===== config.mk =====
export PLATFORM = sky130hd
export DESIGN_NAME = branch_resolve_ctrl
export DESIGN_NICKNAME = d
export VERILOG_FILES = /design/src/rtl/brc_pkg.sv /design/src/rtl/brc_pred_fifo.sv /design/src/rtl/branch_resolve_ctrl.sv
export SDC_FILE = /design/constraint.sdc
export NUM_CORES = 1
export LEC_CHECK = 0
export CORE_MARGIN = 2
export CORE_UTILIZATION = 68
export CTS_CLUSTER_SIZE = 14
export DETAILED_ROUTE_END_ITERATION = 8
export DONT_BUFFER_PORTS = 1
export PLACE_DENSITY = 0.91
export SLEW_MARGIN = 20
export SYNTH_ARGS = -nofsm -noshare
export SYNTH_HDL_FRONTEND = slang
export SYNTH_SLANG_ARGS = --single-unit

===== constraint.sdc =====
create_clock -name clk -period 8.7 [get_ports clk]
set_input_delay 1.305 -clock clk [delete_from_list [all_inputs] [get_ports clk]]
set_output_delay 1.305 -clock clk [all_outputs]
set_load 0.01 [all_outputs]

===== src/rtl/brc_pkg.sv =====
`default_nettype none
// ============================================================================
//  Module   : brc_pkg
//  Purpose  : Shared types and constants for the branch resolution controller.
//  Revision : 1.0  initial release
// ============================================================================
package brc_pkg;

    typedef enum logic [0:0] {
        TRACK   = 1'b0,
        RECOVER = 1'b1
    } brc_state_e;

    localparam logic [6:0] OPC_BRANCH = 7'b1100011;
    localparam logic [6:0] OPC_JAL    = 7'b1101111;

    localparam int BRC_XLEN = 32;

    typedef struct packed {
        logic                taken;
        logic [BRC_XLEN-1:0] tgt;
    } pred_entry_t;

    function automatic logic is_cf_opcode(input logic [6:0] opc);
        return (opc == OPC_BRANCH) || (opc == OPC_JAL);
    endfunction

endpackage
`default_nettype wire


===== src/rtl/brc_pred_fifo.sv =====
`default_nettype none
// ============================================================================
//  Module   : brc_pred_fifo
//  Purpose  : In-order queue of in-flight predictions with push/pop/clear.
//  Revision : 1.0  initial release
// ============================================================================
module brc_pred_fifo #(
    parameter int DEPTH = 4,
    parameter int WIDTH = 33
) (
    input  logic                         clk,
    input  logic                         reset,
    input  logic                         push,
    input  logic                         pop,
    input  logic                         clear,
    input  logic [WIDTH-1:0]             push_data,
    output logic [WIDTH-1:0]             head_data,
    output logic [$clog2(DEPTH):0]       count,
    output logic                         empty
);
    import brc_pkg::*;

    localparam int c_PTR_W = $clog2(DEPTH);
    localparam int c_CNT_W = c_PTR_W + 1;

    logic [WIDTH-1:0]   r_mem [DEPTH];
    logic [c_PTR_W-1:0] r_wr_ptr;
    logic [c_PTR_W-1:0] r_rd_ptr;
    logic [c_CNT_W-1:0] r_count;
    logic               w_full;
    logic               w_do_push;
    logic               w_do_pop;

    assign w_full    = (r_count == c_CNT_W'(DEPTH));
    assign empty     = (r_count == '0);
    assign count     = r_count;
    assign head_data = r_mem[r_rd_ptr];
    assign w_do_push = push & ~w_full & ~clear;
    assign w_do_pop  = pop & ~empty & ~clear;

    always_ff @(posedge clk) begin
        if (w_do_push) begin
            r_mem[r_wr_ptr] <= push_data;
        end
    end

    always_ff @(posedge clk) begin
        if (reset) begin
            r_wr_ptr <= '0;
            r_rd_ptr <= '0;
            r_count  <= '0;
        end else if (clear) begin
            // Drop everything in flight; next entry lands where the write pointer already sits.
            r_rd_ptr <= r_wr_ptr;
            r_count  <= '0;
        end else begin
            if (w_do_push) begin
                r_wr_ptr <= r_wr_ptr + 1'b1;
            end
            if (w_do_pop) begin
                r_rd_ptr <= r_rd_ptr + 1'b1;
            end
            case ({w_do_push, w_do_pop})
                2'b10:   r_count <= r_count + 1'b1;
                2'b01:   r_count <= r_count - 1'b1;
                default: r_count <= r_count;
            endcase
        end
    end

endmodule
`default_nettype wire


===== src/rtl/branch_resolve_ctrl.sv =====
`default_nettype none
// ============================================================================
//  Module   : branch_resolve_ctrl
//  Purpose  : Matches fetch-stage predictions with EX resolution; issues
//             flush/redirect on mispredict. Optional BRC_PERF_CNT_EN adds
//             branch / mispredict counters.
//  Revision : 1.0  initial release
// ============================================================================
module branch_resolve_ctrl #(
    parameter int DEPTH = 4,
    parameter int XLEN  = 32
) (
    input  logic            clk,
    input  logic            reset,
    input  logic            fetch_valid,
    input  logic            fetch_is_cf,
    input  logic            fetch_stall,
    input  logic            fetch_pred_taken,
    input  logic [XLEN-1:0] fetch_pred_tgt,
    input  logic            ex_valid,
    input  logic            ex_taken,
    input  logic [XLEN-1:0] ex_target,
    input  logic [XLEN-1:0] ex_pc_plus4,
    output logic            queue_full,
    output logic            state_update_en,
    output logic            flush,
    output logic            redirect_valid,
    output logic [XLEN-1:0] redirect_pc,
    output logic            underflow_err
`ifdef BRC_PERF_CNT_EN
    ,
    output logic [31:0]     branch_cnt,
    output logic [31:0]     mispredict_cnt
`endif
);
    import brc_pkg::*;

    localparam int c_CNT_W = $clog2(DEPTH) + 1;

    brc_state_e         r_state;
    brc_state_e         w_state_next;
    logic [XLEN:0]      w_head;
    logic [c_CNT_W-1:0] w_count;
    logic               w_empty;
    logic               w_in_track;
    logic               w_push;
    logic               w_pop;
    logic               w_mispredict;
    logic               r_flush;
    logic               r_redirect_valid;
    logic [XLEN-1:0]    r_redirect_pc;
    logic               r_underflow;

    assign w_in_track = (r_state == TRACK);
    assign queue_full = (w_count == c_CNT_W'(DEPTH));
    assign w_pop      = ex_valid & ~w_empty & w_in_track;

    // Head layout is {taken, tgt}; target only matters when the branch was actually taken.
    assign w_mispredict = w_pop & ((ex_taken != w_head[XLEN]) |
                                   (ex_taken & (ex_target != w_head[XLEN-1:0])));

    assign w_push = fetch_valid & fetch_is_cf & ~fetch_stall & ~queue_full &
                    w_in_track & ~w_mispredict;

    brc_pred_fifo #(
        .DEPTH (DEPTH),
        .WIDTH (XLEN + 1)
    ) u_fifo (
        .clk       (clk),
        .reset     (reset),
        .push      (w_push),
        .pop       (w_pop),
        .clear     (w_mispredict),
        .push_data ({fetch_pred_taken, fetch_pred_tgt}),
        .head_data (w_head),
        .count     (w_count),
        .empty     (w_empty)
    );

    always_ff @(posedge clk) begin
        if (reset) begin
            r_state <= TRACK;
        end else begin
            r_state <= w_state_next;
        end
    end

    always_comb begin
        w_state_next = r_state;
        case (r_state)
            TRACK:   if (w_mispredict) w_state_next = RECOVER;
            RECOVER: w_state_next = TRACK;
            default: w_state_next = TRACK;
        endcase
    end

    always_ff @(posedge clk) begin
        if (reset) begin
            r_flush          <= 1'b0;
            r_redirect_valid <= 1'b0;
            r_redirect_pc    <= '0;
            r_underflow      <= 1'b0;
        end else begin
            r_flush          <= w_mispredict;
            r_redirect_valid <= w_mispredict;
            if (w_mispredict) begin
                r_redirect_pc <= ex_taken ? ex_target : ex_pc_plus4;
            end
            if (ex_valid & w_empty & w_in_track) begin
                r_underflow <= 1'b1;
            end
        end
    end

    assign state_update_en = w_pop;
    assign flush           = r_flush;
    assign redirect_valid  = r_redirect_valid;
    assign redirect_pc     = r_redirect_pc;
    assign underflow_err   = r_underflow;

`ifdef BRC_PERF_CNT_EN
    logic [31:0] r_branch_cnt;
    logic [31:0] r_mispredict_cnt;

    always_ff @(posedge clk) begin
        if (reset) begin
            r_branch_cnt     <= '0;
            r_mispredict_cnt <= '0;
        end else begin
            if (w_pop) begin
                r_branch_cnt <= r_branch_cnt + 32'd1;
            end
            if (w_mispredict) begin
                r_mispredict_cnt <= r_mispredict_cnt + 32'd1;
            end
        end
    end

    assign branch_cnt     = r_branch_cnt;
    assign mispredict_cnt = r_mispredict_cnt;
`endif

endmodule
`default_nettype wire


==> results.sh <==
export IMPL_grt_overflow=0
export IMPL_hold_path_class="reg -> reg"
export IMPL_post_cts_setup_buffers=0
export IMPL_hold_buffers=0
export IMPL_ant_nets=0
export IMPL_dp_hpwl_um=10500
export IMPL_yosysWarningCount=0
export IMPL_switching_share=0.197
export IMPL_drc=0
export IMPL_pwr_share_seq=0.530
export IMPL_dieWidth_um=108
export IMPL_syn_inst=468
export IMPL_dieArea_sq_um=11700
export IMPL_h_tree_depth=4
export IMPL_ys_ff_latch=176
export IMPL_design_area_sq_um=7990
export IMPL_avgViaCountPerCell=6.91
export IMPL_finalCriticalPeriod_ns=4.21
export IMPL_p_int_uw=1410
export IMPL_timing_critical_path_cells="mux4_2 > xnor2_1 > nand4_1 > nor4_1 > nand3_1 > o21a_1 > nor2_1 > ha_1 > inv_1 > fa_1 > xor2_1 > nor2_1 > xnor2_1 > nor3_1"
export IMPL_fin_crit_sh=0.484
export IMPL_end_kind="flip-flop"
export IMPL_ys_seq_area_frac=0.659
export IMPL_crit_slowest_cell="dfxtp_4"
export IMPL_yosys_most_used_dff="edfxtp_1"
export IMPL_wire_per_inst_um=27.2
export IMPL_cts_sinks=176
export IMPL_crit_type="reg -> reg"
export IMPL_combPwrFrac=0.044
export IMPL_worst_pin_slew_ns=0.936
export IMPL_die_h_um=108
export IMPL_port_buffers=0
export IMPL_drv_slew=0
export IMPL_clock_skew_ns=0.0134
export IMPL_drt_pass1_iterations=5
export IMPL_critPathCapture="u_fifo.count[2]"
export IMPL_whs_path_depth=2
export IMPL_io_pins=141
export IMPL_clock_latency_ns=0.54
export IMPL_grt_pass1_vias=4275
export IMPL_worst_path_buf_inv=1
export IMPL_fmax_mhz=237
export IMPL_r2r_cells=14
export IMPL_cts_resized=0
export IMPL_ir_drop_mv=0.153
export IMPL_routed_wl_um=16600
export IMPL_synth_edf_count=132
export IMPL_power_density_nw_per_um2=220
export IMPL_hold_ws_ns=0.542
export IMPL_finalPower_uw=1760
export IMPL_setup_viol=0
export IMPL_rows=37
export IMPL_antenna_found_initial=0
export IMPL_reg2reg_slack_ns=4.49
export IMPL_area_growth_pct=8.75
export IMPL_finalHoldViolCount=0
export IMPL_cts_root_buffer_cell="clkbuf_8"
export IMPL_gp_congestion=0.871
export IMPL_synthDistinctLibCells=38
export IMPL_slowest_delay_ns=0.74
export IMPL_core_area_sq_um=10400
export IMPL_grt_usage=0.297
export IMPL_clk_path_buf_depth=2
export IMPL_syn_cell_area_sq_um=7350
export IMPL_synthArstFlopShare=0
export IMPL_p_leak_uw=0.00256
export IMPL_switchingPower_uw=347
export IMPL_cp_max_fo=32
export IMPL_syn_nets=578
export IMPL_synthDominantCellAreaShare=0.540
export IMPL_cts_made_buffers=17
export IMPL_cts_tree="done"
export IMPL_crit_family="simple AND/OR/NAND/NOR gates"
export IMPL_placed_area_sq_um=7410
export IMPL_synth_area_leaders="edfxtp_1 (54%), dfxtp_1 (12%), mux4_2 (8.3%)"
export IMPL_start_kind="flip-flop"
export IMPL_clkTransAtPathRegs_ns=0.06
export IMPL_tns_ns=0
export IMPL_crit_arrival_ns=4.62
export IMPL_synth_top_area_cell="edfxtp_1"
export IMPL_layout_drive_gt1_share=0.135
export IMPL_crit_cells=14
export IMPL_r2r_end="u_fifo.count[2]"
export IMPL_cp_required_ns=9.11
export IMPL_maxCapViolCount=0
export IMPL_clock_power_share=0.426
export IMPL_grt_pass1_wl_um=24300
export IMPL_avgSynthCellArea_sq_um=15.7
export IMPL_rsz0062_at_grt="false"
export IMPL_nNetsFinal=572
export IMPL_start_util=0.705
export IMPL_drtIter0Drc=407
export IMPL_grt_max_degree=46
export IMPL_vias=4224
export IMPL_num_antenna_cells=0
export IMPL_status="finished, final reports clean"
export IMPL_slew_headroom=0.376
-- worst min-delay path by stage --
stage	slack [ns]	endpoint	start
2_1_floorplan	0.48	flip-flop	u_fifo.r_rd_ptr[0]
3_3_place_gp	0.48	flip-flop	u_fifo.r_rd_ptr[0]
3_5_place_dp	0.51	flip-flop	u_fifo.r_rd_ptr[0]
4_1_cts	0.52	flip-flop	u_fifo.r_rd_ptr[0]
5_1_grt	0.54	flip-flop	u_fifo.r_rd_ptr[0]
6_report	0.54	flip-flop	u_fifo.r_rd_ptr[0]
-- worst register-to-register path, delay by kind of cell, from the launching register on --
| family | cells | cell delay, ns |
|---|---|---|
| and+or+nand+nor | 6 | 1.26 |
| DFF | 1 | 0.74 |
| adders and majority gates | 2 | 0.67 |
| muxes | 1 | 0.60 |
| xor gates and xnor gates | 3 | 0.48 |
| AOI/OAI and AO/OA | 1 | 0.27 |
| buffers and inverters | 1 | 0.07 |
-- registers in the layout, indices dropped and copies added (netlist names), named ones only --
name	flops
u_fifo.r_mem	132
u_fifo.r_wr_ptr	2
u_fifo.r_rd_ptr	2
redirect_valid	1
redirect_pc	32
r_state	1
underflow_err	1
u_fifo.count	3
-- per-stage QoR --
step                setup slack (ns)   util  instances
floorplan                       4.91      -        468
global placement                4.49  0.711        579
detailed placement              4.23  0.711        579
CTS                             4.13  0.767        611
global route                    4.15  0.767        611
finish                          4.49  0.767        611
-- cells by family after synthesis --
family / Yosys count / synth area share
adder cells (fa/ha/maj): 6 / 0.0112
XOR/XNOR: 36 / 0.0429
AO/OA/AOI/OAI: 82 / 0.0708
AND/OR/NAND/NOR: 49 / 0.0353
multiplexers: 79 / 0.154
buffers and inverters: 40 / 0.0266
flip-flops: 176 / 0.659
-- routing by layer --
metal  GRT usage  up-vias  share of wire
met5           0        -              0
met3       0.119       32           0.12
met2       0.479      266           0.50
met4       0.112        0          0.023
li1            -     1810              -
met1       0.365     2116           0.36
-- cell usage after synthesis, types with 5 or more instances --
library cell / instances
nand4_1: 5
inv_1: 9
nand2_1: 6
nor3_1: 5
a211oi_1: 32
xnor2_1: 13
xor2_1: 23
a21oi_1: 37
dfxtp_1: 44
clkbuf_1: 16
mux4_2: 27
edfxtp_1: 132
mux2i_1: 51
ha_1: 5
buf_2: 9
nor2_1: 10
-- power groups by stage --
stage / logic, uW / clock network, uW / registers (uW)
after floorplan: 67.3 / 0 / 947
after global placement: 72.1 / 0 / 951
after detailed placement: 75.6 / 0 / 952
after CTS: 76.4 / 753 / 934
after global routing: 83.0 / 786 / 936
final: 76.9 / 750 / 934
-- cell usage in the layout, fill, tap and decap left out, types with 4 or more instances in the layout --
cell type	Yosys	routed
xnor2_1	13	13
buf_4	1	5
a21oi_1	37	37
xor2_1	23	23
nand2_1	6	6
nand4_1	5	5
nand2b_1	4	4
mux2i_1	51	51
clkbuf_1	16	6
clkbuf_8	0	4
a211oi_1	32	32
nor2_1	10	9
nor4_1	4	4
ha_1	5	5
nand3_1	4	4
inv_1	9	9
nor3_1	5	5
mux4_2	27	27
edfxtp_1	132	132
clkbuf_16	0	16
a2bb2oi_1	4	4
dfxtp_1	44	42
-- cell type report --
class	count	area, sq um
sequential	176	4850
timing repair buffer	5	37.5
multi-input combinational	252	2310
clock inverter	6	104
fill	571	2430
clock buffer	26	478
inverter	10	37.5
tap	136	170
Power figures use the tool's default switching activity.
